File: src/rtl/uart_byte_tx.sv
// Buffered 8N1 UART transmitter: a small byte FIFO behind a valid/ready port feeding
// a start/data/stop serialiser with a fixed bit period and back-to-back frames.
module uart_byte_tx #(
  parameter int unsigned BIT_CYCLES = 192,
  parameter int unsigned STOP_BITS  = 1,
  parameter int unsigned FIFO_DEPTH = 4
) (
  input  logic       i_clk,
  input  logic       i_reset,
  input  logic       i_valid,
  input  logic [7:0] i_data,
  output logic       o_ready,
  output logic       o_tx,
  output logic       o_busy,
  output logic       o_done
);

  localparam int unsigned PTR_W  = (FIFO_DEPTH > 1) ? $clog2(FIFO_DEPTH) : 1;
  localparam int unsigned CNT_W  = PTR_W + 1;
  localparam int unsigned BCNT_W = 16;

  localparam logic [1:0] ST_IDLE  = 2'd0;
  localparam logic [1:0] ST_START = 2'd1;
  localparam logic [1:0] ST_DATA  = 2'd2;
  localparam logic [1:0] ST_STOP  = 2'd3;

  logic [1:0]        state, state_nxt;
  logic [BCNT_W-1:0] bit_cnt, bit_cnt_nxt;
  logic [2:0]        bit_idx, bit_idx_nxt;
  logic              stop_idx, stop_idx_nxt;
  logic [7:0]        shift, shift_nxt;
  logic              tx_nxt, done_nxt, busy_nxt;

  logic [7:0]        fifo_mem [FIFO_DEPTH];
  logic [PTR_W-1:0]  wr_ptr, rd_ptr;
  logic [CNT_W-1:0]  fifo_count, count_nxt;
  logic [7:0]        head;
  logic              push, pop;
  logic              bit_wrap, last_stop, fifo_empty;

  // Ready looks only at the registered count, so a full FIFO refuses even while popping.
  assign o_ready    = (fifo_count < CNT_W'(FIFO_DEPTH));
  assign push       = i_valid && o_ready;
  assign head       = fifo_mem[rd_ptr];
  assign fifo_empty = (fifo_count == '0);
  assign bit_wrap   = (bit_cnt == BCNT_W'(BIT_CYCLES - 1));
  assign last_stop  = (stop_idx == 1'(STOP_BITS - 1));

  // Next-state, serialiser datapath and registered-output values.
  always_comb begin
    state_nxt    = state;
    bit_cnt_nxt  = '0;
    bit_idx_nxt  = bit_idx;
    stop_idx_nxt = stop_idx;
    shift_nxt    = shift;
    pop          = 1'b0;
    tx_nxt       = 1'b1;
    done_nxt     = 1'b0;

    if (state != ST_IDLE) begin
      bit_cnt_nxt = bit_wrap ? '0 : bit_cnt + BCNT_W'(1);
    end

    case (state)
      ST_IDLE: begin
        if (!fifo_empty) begin
          pop       = 1'b1;
          shift_nxt = head;
          state_nxt = ST_START;
        end
      end
      ST_START: begin
        tx_nxt = 1'b0;
        if (bit_wrap) begin
          state_nxt   = ST_DATA;
          bit_idx_nxt = '0;
        end
      end
      ST_DATA: begin
        tx_nxt = shift[0];
        if (bit_wrap) begin
          shift_nxt = {1'b0, shift[7:1]};
          if (bit_idx == 3'd7) begin
            state_nxt    = ST_STOP;
            bit_idx_nxt  = '0;
            stop_idx_nxt = 1'b0;
          end else begin
            bit_idx_nxt = bit_idx + 3'd1;
          end
        end
      end
      ST_STOP: begin
        if (bit_wrap) begin
          if (last_stop) begin
            done_nxt = 1'b1;
            // Chain straight into the next start bit so frames leave no idle gap.
            if (!fifo_empty) begin
              pop       = 1'b1;
              shift_nxt = head;
              state_nxt = ST_START;
            end else begin
              state_nxt = ST_IDLE;
            end
          end else begin
            stop_idx_nxt = stop_idx + 1'b1;
          end
        end
      end
      default: state_nxt = ST_IDLE;
    endcase

    count_nxt = fifo_count;
    if (push && !pop) begin
      count_nxt = fifo_count + CNT_W'(1);
    end else if (pop && !push) begin
      count_nxt = fifo_count - CNT_W'(1);
    end

    busy_nxt = (state_nxt != ST_IDLE) || (count_nxt != '0);
  end

  // State, counters, FIFO pointers and registered outputs.
  always_ff @(posedge i_clk) begin
    if (i_reset) begin
      state      <= ST_IDLE;
      bit_cnt    <= '0;
      bit_idx    <= '0;
      stop_idx   <= 1'b0;
      shift      <= '0;
      wr_ptr     <= '0;
      rd_ptr     <= '0;
      fifo_count <= '0;
      o_tx       <= 1'b1;
      o_done     <= 1'b0;
      o_busy     <= 1'b0;
    end else begin
      state      <= state_nxt;
      bit_cnt    <= bit_cnt_nxt;
      bit_idx    <= bit_idx_nxt;
      stop_idx   <= stop_idx_nxt;
      shift      <= shift_nxt;
      fifo_count <= count_nxt;
      o_tx       <= tx_nxt;
      o_done     <= done_nxt;
      o_busy     <= busy_nxt;
      if (push) begin
        wr_ptr <= wr_ptr + PTR_W'(1);
      end
      if (pop) begin
        rd_ptr <= rd_ptr + PTR_W'(1);
      end
    end
  end

  // Storage needs no reset; only slots between the pointers are ever read out.
  always_ff @(posedge i_clk) begin
    if (push) begin
      fifo_mem[wr_ptr] <= i_data;
    end
  end

endmodule

File: config.mk
export PLATFORM = sky130hd
export DESIGN_NAME = uart_byte_tx
export DESIGN_NICKNAME = d
export VERILOG_FILES = /design/src/rtl/uart_byte_tx.sv
export SDC_FILE = /design/constraint.sdc
export NUM_CORES = 1
export LEC_CHECK = 0
export CORE_ASPECT_RATIO = 0.5
export CORE_MARGIN = 2
export CORE_UTILIZATION = 25
export CTS_BUF_LIST = sky130_fd_sc_hd__clkbuf_16
export CTS_CLUSTER_SIZE = 40
export DETAILED_ROUTE_END_ITERATION = 10
export PLACE_DENSITY = 0.41
export SLEW_MARGIN = 0
export SYNTH_ARGS = -nofsm -noshare
export SYNTH_HDL_FRONTEND = slang
export SYNTH_SLANG_ARGS = --single-unit
File: constraint.sdc
create_clock -name i_clk -period 3.3 [get_ports i_clk]
set_input_delay 0.66 -clock i_clk [delete_from_list [all_inputs] [get_ports i_clk]]
set_output_delay 0.66 -clock i_clk [all_outputs]
set_load 0.02 [all_outputs]
==> metrics list, run 1 <==
* Commonest register cell after synthesis: dfxtp_1
* Inserted Clock Buffers: 9
- Post-layout instance area: 3790 um^2
- Clock latency on the worst-skew pair, taken at its later pin, is 0.33 ns.
- Transition time at the pin with the least slew margin: 0.796 ns
- Clock Pin Slew Worst Setup and Hold Paths: 0.06 ns
* Starting density of the core: 25.4%
* Clock root cell: clkbuf_16
* Post-synthesis async set-or-reset flop share: 0%
- Total iterations of the first detailed-routing run: 4
* Number of inserted diodes: 0
* Max Fanout on Critical Path: 9
* Run status: finished, final reports clean
* Worst path required time: 3.50 ns
- After floorplanning, the core was sized to cover 12500 um^2.
- Routability cong.: 0.797
- Setup repair after global routing left no endpoint under its margin.
- Counting flops and latches in the post-synthesis netlist gives 73.
- IR drop worst, VDD: 0.000233 V
- Chip height: 83.7 um
- Met1 Wirelength: 2.71 mm
* Number of distinct library cell variants in the gate-level netlist after synthesis: 44
* Antenna violations before repair: 0
- Reported max-cap violation count: 0
- Hold Vio Cnt, Final: 0
* Post-CTS Hold Buffers: 0
* Number of gates resized after cts: 0
- Final Max Slew Viols: 0
- Counting every instance in the synthesized netlist gives 268.
* Number of synthesized flops with an enable pin: 32
- Setup repair bufs after CTS: 0
- The total overflow left after global routing is 0.
- Signal routing reaches up to met4.
* Worst-case clock buffer depth: 2
- The worst path in the final design needs a cycle of 2.43 ns, including I/O delays and setup.
- Placement row count: 29
- Fraction of the yosys area taken by sequential cells: 56.1%
- Count of endpoints failing setup in the final report: 0
- STA puts the critical path data arrival time at 2.64 ns.
- The library cell used most frequently in the layout, excluding fill and tap cells, is dfxtp_1.
- Cell Count Post-Placement: 444
* Final standard cell count with taps included and fillers excluded: 460
- Final cycle utilization of the critical path: 73.7%
- Input and output buffers added on the ports amount to 14.
- Worst slew margin relative to its limit: 46.9%
- Wire length on met2: 2.71 mm
- Final setup skew: 0.00692 ns
* Ratio of cells with drive above 1 in the final layout: 11.7%
* Power after layout: 2.89 mW
* Routed length on met3: 218 um
- The tightest min-delay check is of the reg -> reg type.
- Summing every instance area after synthesis gives 3170 um^2.
* Total power density per cell area: 762 nW/um^2
- The floorplan step defined a die boundary enclosing 13700 um^2.
- DRC violation total after the first TritonRoute iteration: 75
* GRT Util Overall: 9.22%
- CTS tree: yes
- Detailed-route DRC error count: 0
- Counting every net in the synthesized netlist gives 294.
- Placed wire-length estimate after detailed placement: 4.05 mm
* Element type at the critical path start: flip-flop
* Maximum number of pins on one net before global-route repair: 26
- Adding up every negative setup slack in the final design gives 0 ns.
- Clk sink count: 73
- In this run the mean area of a mapped cell was 11.8 um^2.
- H-tree levels: 3
- In the layout the commonest cells are 41 x dfxtp_1, 39 x nor2_1, 32 x edfxtp_1.
- I/O pin total: 15
- Cell area after placement: 3490 um^2
* DRT Wirelength: 5.72 mm
- Number of global-route vias before repair: 1932
- LEAKAGE: 1.26 nW
* Setup Crit Path Kind: reg -> reg
- In this run the horizontal extent of the chip is 163 um.
- Upper clock frequency limit: 411 MHz
- Vias per cell: 4.28
- Yosys synthesis warning count: 0
- In the final design database the tool counted 311 nets.
* Average wire per cell in the routed design: 12.4 um
- Post-route antenna net violation count: 0
- Area delta synth->final: 19.6%
- Element type at the critical path end: flip-flop
* First-pass GRT wire length: 9.71 mm
- Summing over every cut layer, the via total after detailed routing is 1970.
[kinds of logic (layout without fill, tap and decap cells)]
kind of cell,after synthesis,after routing,share of synthesized area [%]
AO/OA/AOI/OAI,34,34,7.25
XOR/XNOR,17,17,4.69
adder cells (fa/ha/maj),16,16,6.23
buffers and inverters,21,43,2.84
flip-flops,73,73,56.1
multiplexers,15,15,7.88
AND/OR/NAND/NOR,92,92,15.0
[path summary, 6_finish.rpt]
check / depth (start not counted) / end / slack [ns] / from
hold / removal: 1 / o_tx$_SDFF_PP1_ / 0.46 / shift[0]$_SDFFE_PP0P_
setup reg to reg: 6 / o_busy$_SDFF_PP0_ / 0.87 / bit_cnt[6]$_SDFF_PP0_
setup / recovery: 6 / o_busy$_SDFF_PP0_ / 0.87 / bit_cnt[6]$_SDFF_PP0_
hold reg to reg: 1 / o_tx$_SDFF_PP1_ / 0.46 / shift[0]$_SDFFE_PP0P_
[cells in the mapped netlist, drive strengths merged (2+ instances only)]
library cell | number | area, um^2
inv | 11 | 41.3
buf | 2 | 8.75
nand2 | 12 | 45.0
nor2b | 3 | 18.8
and2 | 4 | 25.0
nand4 | 4 | 25.0
nor3 | 3 | 20.0
o21ai | 7 | 46.3
edfxtp | 32 | 961
ha | 15 | 188
or3 | 4 | 30.0
nor2 | 40 | 153
nand2b | 2 | 12.5
clkbuf | 8 | 40.0
a21oi | 12 | 60.1
or4 | 3 | 30.0
xor2 | 10 | 87.6
mux2i | 7 | 70.1
dfxtp | 41 | 821
a211oi | 8 | 60.1
nand3 | 11 | 55.1
xnor2 | 7 | 61.3
mux4 | 8 | 180
[where the power goes]
part / internal [mW] / switching (mW)
Sequential: 1.10 / 0.0988
Clock: 0.591 / 0.383
Combinational: 0.327 / 0.392
[registers in the layout, indices dropped and copies added (netlist names), 2 cells and up, named ones only]
signal,cells
wr_ptr,2
bit_idx,3
shift,8
state,2
rd_ptr,2
fifo_count,3
fifo_mem,32
bit_cnt,16
[area by class of cell]
cell class / count / area (um^2)
inverter: 11 / 41.3
clock buffer: 9 / 225
clock inverter: 7 / 76.3
sequential: 73 / 1780
fill: 1271 / 8720
tap: 170 / 213
multi-input combinational: 174 / 1300
timing repair buffer: 16 / 155
[layer usage]
layer  track usage [%]  vias up
met1              11.0      935
li1                  -      994
met2              14.4       31
met4              4.02        0
met3              4.02       10
met5                 0        -
[worst max-delay path: stages, from the launching register on]
cell and delay, ns:
dfxtp_1 0.34, or4_4 0.57, or4_4 0.54, o21ai_4 0.33, maj3_1 0.25, a22o_1 0.18, a41oi_1 0.10
[stage by stage]
step | setup WS, ns | utilization, % | hold WS, ns
2_1_floorplan | 1.05 | - | 0.434
3_3_place_gp | 0.785 | 27.9 | 0.445
3_5_place_dp | 0.748 | 27.9 | 0.453
4_1_cts | 0.852 | 30.3 | 0.462
5_1_grt | 0.729 | 30.3 | 0.476
6_report | 0.867 | 30.3 | 0.463
No activity file was read; power rests on OpenSTA's default activity.
==> run 2: changes to the inputs <==
==> constraint.sdc (replaced) <==
create_clock -name i_clk -period 2.3 [get_ports i_clk]
set_input_delay 0.46 -clock i_clk [delete_from_list [all_inputs] [get_ports i_clk]]
set_output_delay 0.46 -clock i_clk [all_outputs]
set_load 0.02 [all_outputs]
==> run 2 against run 1 <==
Net effect: cell count up 4.6%; count of clock-buffer cells in the layout stayed put; hold slack worse by 0.0013 ns; sequential cell count unchanged; non-clock buffer count rose by 21; combinational power up 59%; fmax increased by 7.7%; clock skew shrank 0.0016 ns; global-route usage rose by 0.69 points; sequential share of layout area decreased by 1.6 points; largest power group unchanged.
==> metrics list, run 2 (synthesized netlist as in run 1, its figures left out) <==
* Detailed-route DRC error count: 0 (unchanged)
* Post-layout instance area: 3930 um^2 (+3.5%)
* Setup repair bufs after CTS: 0 (unchanged)
* Maximum number of pins on one net before global-route repair: 25 (-3.8%)
- Leaving out fill and tap cells, the most frequent cell in the layout is dfxtp_1.
- Antenna violations before repair: 0 (unchanged)
- Classification of the worst-slack hold path: reg -> reg
- fifo_mem holds more flip-flops than any other register.
- Port Buffers: 14 (unchanged)
- The max-capacitance violation count came to 0 (unchanged).
- The total placed cells including tap cells came to 465 (+4.7%).
- STA classifies the critical path startpoint as a flip-flop.
* Area delta synth->final: 23.8%
- The worst setup path is of the reg -> reg kind.
- The share of cells above drive strength 1 was 17.7% (+6.0 points).
- The floorplan die width was 163 um (unchanged).
- TritonCTS built the clock tree.
- The number of antenna cells inserted is 0 (unchanged).
- The number of primary I/O pins came to 15 (unchanged).
- Average wire per cell in the routed design: 12.7 um (+2.2%)
* LEAKAGE: 1.35 nW (+7.2%)
- In this run the worst setup path terminates at o_busy$_SDFF_PP0_.
- H-tree levels: 3 (unchanged)
- Worst slew margin relative to its limit: 64.1% (+17 points)
* Element type at the critical path end: flip-flop
* Cell area after placement: 3650 um^2 (+4.5%)
* Number of global-route vias before repair: 2053 (+6.3%)
- Final cycle utilization of the critical path: 98.3% (+25 points)
- The ratio of routed vias to standard cells came to 4.25 (-0.82%).
- The maximum count of clock buffers along a single path is 2 (unchanged).
- The routability congestion estimate from global placement came to 0.755 (-5.3%).
- The height of the chip was 83.7 um (unchanged).
- DRC violation total after the first TritonRoute iteration: 57 (-24%)
- The die area came to 13700 um^2 (unchanged).
- Starting density of the core: 25.4% (unchanged)
* Multi-input gate area in the final layout: 1300 um^2 (unchanged)
- The data required time of the critical path is 2.56 ns (-0.94 ns).
- The total via count in the routed design is 2043 (+3.7%).
- Final Max Slew Viols: 0 (unchanged)
- The clock transition at the registers of the reported paths is 0.06 ns (about the same).
- Post-CTS Hold Buffers: 0 (unchanged)
- WP data arrival: 2.52 ns (-0.12 ns)
- The final critical-path required period came to 2.26 ns (-0.173 ns).
- The number of nets in the layout was 332 (+6.8%).
- The top cell types in the final layout, fill and taps aside, are 41 x dfxtp_1, 39 x nor2_1, 32 x edfxtp_1.
- The cell sitting at the root of the clock tree is a clkbuf_16.
- The clock latency on the worst-skew pair was 0.34 ns (about the same).
* Final standard cell count with taps included and fillers excluded: 481 (+4.6%)
- The area used by sequential logic in the layout came to 1780 um^2 (unchanged).
* Worst reg2reg path endpoint: o_busy$_SDFF_PP0_
- Setup repair after global routing could not meet its margin everywhere.
- Transition time at the pin with the least slew margin: 0.539 ns (-0.257 ns)
- The minimum setup slack among reg-to-reg paths is 0.04 ns (-0.83 ns).
* Utilization after layout: 31.4% (+1.1 points)
- The detailed placer's ending HPWL came to 4.11 mm (+1.5%).
- Upper clock frequency limit: 442 MHz (+7.7%)
- Number of inserted filler cells in the final layout: 1261 (-0.79%)
- Tracing the worst setup path back leads to its startpoint at bit_cnt[6]$_SDFF_PP0_.
- Worst reg2reg path startpoint: bit_cnt[6]$_SDFF_PP0_
- The number of search-and-repair iterations in the first detailed-routing pass was 4 (unchanged).
- The worst supply voltage drop on vdd was 0.000384 V (+65%).
* Final setup skew: 0.00537 ns (-0.00155 ns)
* Clk sink count: 73 (unchanged)
- Run status: finished, final reports clean
- The largest registers in the layout are fifo_mem x32, bit_cnt x16, shift x8.
- The first-pass GRT wire length was 10.2 mm (+5.3%).
* DRT Wirelength: 6.12 mm (+6.9%)
* Core footprint: 12500 um^2 (unchanged)
- Register-to-Register Path Depth: 7 (+1)
* Inserted Clock Buffers: 9 (unchanged)
* Hold Vio Cnt, Final: 0 (unchanged)
- Count of endpoints failing setup in the final report: 0 (unchanged)
- The power density relative to cell area is 1050 nW/um^2 (+38%).
- Placement row count: 29 (unchanged)
* Post-route antenna net violation count: 0 (unchanged)
- The total overflow reported by the global router was 0 (unchanged).
* GRT Util Overall: 9.90% (+0.69 points)
- Flip-flop count of the largest register after layout: 32 (unchanged)
- Max Fanout on Critical Path: 6 (-3)
## run 2: cell types whose count changed in the layout (fill, tap and decap cells not counted), sizes merged
cell	previous run	this run
buf	2	23
clkinvlp	1	3
bufinv	1	0
clkinv	2	1
## run 2: what timing repair did
item	4_1_cts	5_1_grt
pin swaps	1	0
resized for setup	0	0
endpoints found under the setup margin	1	3
## run 2: worst min-delay path by stage
stage,slack [ns],startpoint,to,depth (start not counted)
final,0.46,bit_idx[1]$_SDFFE_PP0P_,bit_idx[1]$_SDFFE_PP0P_,2
after global routing,0.48,bit_idx[1]$_SDFFE_PP0P_,bit_idx[1]$_SDFFE_PP0P_,2
after CTS,0.46,bit_idx[1]$_SDFFE_PP0P_,bit_idx[1]$_SDFFE_PP0P_,2
after detailed placement,0.45,bit_idx[1]$_SDFFE_PP0P_,bit_idx[1]$_SDFFE_PP0P_,2
after global placement,0.45,bit_idx[2]$_SDFFE_PP0P_,bit_idx[2]$_SDFFE_PP0P_,2
after floorplan,0.43,bit_idx[2]$_SDFFE_PP0P_,bit_idx[2]$_SDFFE_PP0P_,2
## run 2: routing by layer
layer  part of all wire (%)  global-route usage, %
met1                     49                   12.2
met2                     47                   15.7
met3                    3.4                   4.02
met4                    1.3                   3.62
met5                      0                      0
## run 2: area by class of cell
type                            count  area share [%]
Inverter                           11            1.05
Clock inverter                      7            1.34
Timing Repair Buffer               37            7.96
Clock buffer                        9            5.73
Sequential cell                    73            45.4
Multi-Input combinational cell    174            33.2
Tap cell                          170            5.41
## run 2: power by group
group	internal [mW]	total, mW	switching, mW
logic	0.523	1.14	0.613
registers	1.57	1.69	0.118
clock network	0.737	1.31	0.572
## run 2: critical path, stage by stage (launching register included)
cell	delay, ns
dfxtp_1	0.31
or4_4	0.56
or4_4	0.53
o21ai_4	0.21
buf_4	0.18
xnor2_1	0.13
nor2_1	0.06
a41oi_1	0.19
## run 2: stage by stage
step                      hold WS [ns]  power, mW  setup WS, ns  setup TNS (ns)
after floorplan                  0.434       2.52        0.0516               0
after global placement           0.447       2.84        0.0468               0
after global routing             0.480       4.39       -0.0795          -0.113
after detailed placement         0.454       2.87        0.0357               0
after CTS                        0.463       4.20        0.0249               0
final                            0.462       4.14        0.0397               0
==> run 3: changes to the inputs <==
--- a/config.mk
+++ b/config.mk
@@ -12,6 +12,7 @@
 export CTS_CLUSTER_SIZE = 40
 export DETAILED_ROUTE_END_ITERATION = 10
 export PLACE_DENSITY = 0.41
+export REMOVE_ABC_BUFFERS = 1
 export SLEW_MARGIN = 0
 export SYNTH_ARGS = -nofsm -noshare
 export SYNTH_HDL_FRONTEND = slang
==> run 3 against run 2 <==
Net effect: sequential cell count is the same; critical endpoint unchanged; largest power group unchanged; first-iteration DRC count grew 56%; largest cell class unchanged; cell count shrank 0.42%.
==> metrics list, run 3 (synthesized netlist as in run 1, its figures left out) <==
- Run status: finished, final reports clean
- Power after layout: 4.40 mW (+6.2%)
- The final instance area is 4030 um^2 (+2.5%).
- Final cycle utilization of the critical path: 98.4% (+0.14 points)
- Largest registers in the final layout: fifo_mem x32, bit_cnt x16, shift x8
- Leaving out fill and tap cells, the most frequent cells in the layout are 40 x dfxtp_1, 39 x nor2_1, 32 x edfxtp_1.
- The number of antenna cells inserted is 0 (unchanged).
* Slowest Stage Delay on Critical Path: 0.56 ns (about the same)
- Logic pwr share: 27.8% (+0.3 points)
- The effective utilization at floorplan is 25.4% (unchanged).
- The routability congestion estimate from global placement came to 0.769 (+1.9%).
- Upper clock frequency limit: 442 MHz (-0.14%)
- The max-capacitance violation count came to 0 (unchanged).
- CTS tree: yes
- Cell area after placement: 3690 um^2 (+1.2%)
* Clock Pin Slew Worst Setup and Hold Paths: 0.06 ns (about the same)
- The data required time of the critical path was 2.50 ns (-0.06 ns).
- The total global-route track usage is 10.3% (+0.35 points).
- Net count of the finished layout: 331 (-0.30%)
- IR drop worst, VDD: 0.000497 V (+29%)
* Worst-case clock buffer depth: 2 (unchanged)
* Antenna violations before repair: 0 (unchanged)
* Placed wire-length estimate after detailed placement: 4.29 mm (+4.3%)
- The headroom to the max-slew limit is 67.7% (+3.6 points).
* Average wire per cell in the routed design: 13.2 um (+3.7%)
- Pre-CTS WS: 0.0399 ns (+0.00424 ns)
* Detailed-route DRC error count: 0 (unchanged)
- The smallest setup slack after layout came to 0.0365 ns (-0.00321 ns).
- The critical path is of the reg -> reg type.
* Element type at the critical path start: flip-flop
- The internal power component came to 3.10 mW (+9.4%).
- Ratio of cells with drive above 1 in the final layout: 18.1% (+0.44 points)
- Placement row count: 29 (unchanged)
* Gr ovfl total: 0 (unchanged)
- The first-pass GRT wire length came to 10.6 mm (+3.2%).
- Final Max Slew Viols: 0 (unchanged)
- Setup repair after global routing could not meet its margin everywhere.
- Post-route antenna net violation count: 0 (unchanged)
- The ratio of routed vias to standard cells came to 4.31 (+1.4%).
* Hold Vio Cnt, Final: 0 (unchanged)
* Port Buffers: 14 (unchanged)
* Transition time at the pin with the least slew margin: 0.484 ns (-0.0551 ns)
- The critical path goes through or4_4 -> or4_4 -> o21ai_4 -> a21oi_1 -> a311oi_2 -> a41oi_1.
* Clk sink count: 73 (unchanged)
- The total via count in the routed design came to 2064 (+1.0%).
- The largest driver fanout on the critical path was 6 (unchanged).
- H-tree levels: 3 (unchanged)
- Post-route minimum period: 2.26 ns (+0.00321 ns)
- The floorplan die width is 163 um (unchanged).
- The leakage component of the power came to 1.39 nW (+2.9%).
- The maximum number of pins on one net before global-route repair was 25 (unchanged).
- The total negative setup slack is 0 ns (unchanged).
- Total iterations of the first detailed-routing run: 4 (unchanged)
- The area of the placeable core came to 12500 um^2 (unchanged).
* I/O pin total: 15 (unchanged)
- Cell Count Post-Placement: 464 (-0.22%)
- Inserted Clock Buffers: 9 (unchanged)
- The overall routed net length came to 6.31 mm (+3.2%).
- Total power density per cell area: 1090 nW/um^2 (+3.7%)
- Clock root cell: clkbuf_16
* Slowest CP cell: or4_4
- WP data arrival: 2.46 ns (-0.06 ns)
* Power spent charging and discharging nets: 1.29 mW (-0.76%)
- Switching share of total power: 29.4% (-2.1 points)
- The final setup skew came to 0.00718 ns (+0.00181 ns).
- The die area came to 13700 um^2 (unchanged).
- Leaving out fill and tap cells, the most frequent cell in the layout is dfxtp_1.
- Chip height: 83.7 um (unchanged)
- Element type at the critical path end: flip-flop
- Clock latency on the worst-skew pair: 0.34 ns (about the same)
- Count of endpoints failing setup in the final report: 0 (unchanged)
- Number of global-route vias before repair: 2115 (+3.0%)
- The DRC marker count from the first detailed-route iteration came to 89 (+56%).
* Clock group share of total power: 33.9% (+2.3 points)
* Area delta synth->final: 26.8%
* Classification of the worst-slack hold path: reg -> reg
* Flip-flop count of the largest register after layout: 32 (unchanged)
* Flop pwr share: 38.4% (-2.5 points)
* Final standard cell count with taps included and fillers excluded: 479 (-0.42%)
* Largest register by flop count: fifo_mem
* Crit path top cell by count: or4_4
## run 3: cell count changes in the layout (fill, tap and decap cells not counted), sizes merged
cell | previous run | this run
clkinvlp | 3 | 1
clkinv | 1 | 3
inv | 14 | 11
buf | 23 | 22
bufinv | 0 | 2
## run 3: power groups by stage
stage	Sequential [mW]	Clock [mW]	Combinational, mW
2_1_floorplan	1.72	0	0.772
3_3_place_gp	1.71	0	1.17
3_5_place_dp	1.72	0	1.19
4_1_cts	1.69	1.53	1.20
5_1_grt	1.71	1.59	1.37
6_report	1.69	1.49	1.22
## run 3: per-layer routing
metal	track usage, %	wire length [um]	vias up
met5	0	0	-
met4	4.75	109	0
met3	3.63	229	7
met2	16.7	3050	23
met1	12.1	2920	997
li1	-	-	1037
## run 3: worst max-delay path: cells and delay by family, from the launching register on
family	cells	cell delay, ns
AND/OR/NAND/NOR	2	1.09
flip-flops	1	0.31
AO/OA/AOI/OAI	4	0.73
## run 3: what timing repair did
action / 4_1_cts / 5_1_grt
hold buffers: 0 / 0
resized for setup: 0 / 4
setup buffers: 0 / 0
endpoints found under the setup margin: 0 / 4
## run 3: area by class of cell
cell class | count | area, um^2
Fill cell | 1274 | 8490
Sequential cell | 73 | 1780
Multi-Input combinational cell | 174 | 1310
Timing Repair Buffer | 36 | 359
Clock buffer | 9 | 225
Tap cell | 170 | 213
Clock inverter | 6 | 93.8
Inverter | 11 | 41.3
## run 3: through the flow
| step | utilization [%] | hold slack, ns |
|---|---|---|
| detailed placement | 29.5 | 0.461 |
| global route | 32.2 | 0.485 |
| floorplan | - | 0.430 |
| global placement | 29.5 | 0.447 |
| CTS | 32.1 | 0.469 |
| finish | 32.2 | 0.467 |
## run 3: worst paths after layout
path / from / endpoint / slack, ns / cells after the start
hold reg to reg: bit_idx[2]$_SDFFE_PP0P_ / bit_idx[2]$_SDFFE_PP0P_ / 0.47 / 2
setup reg to reg: bit_cnt[6]$_SDFF_PP0_ / o_busy$_SDFF_PP0_ / 0.04 / 6
setup / recovery: bit_cnt[6]$_SDFF_PP0_ / o_busy$_SDFF_PP0_ / 0.04 / 6
hold / removal: bit_idx[2]$_SDFFE_PP0P_ / bit_idx[2]$_SDFFE_PP0P_ / 0.47 / 2
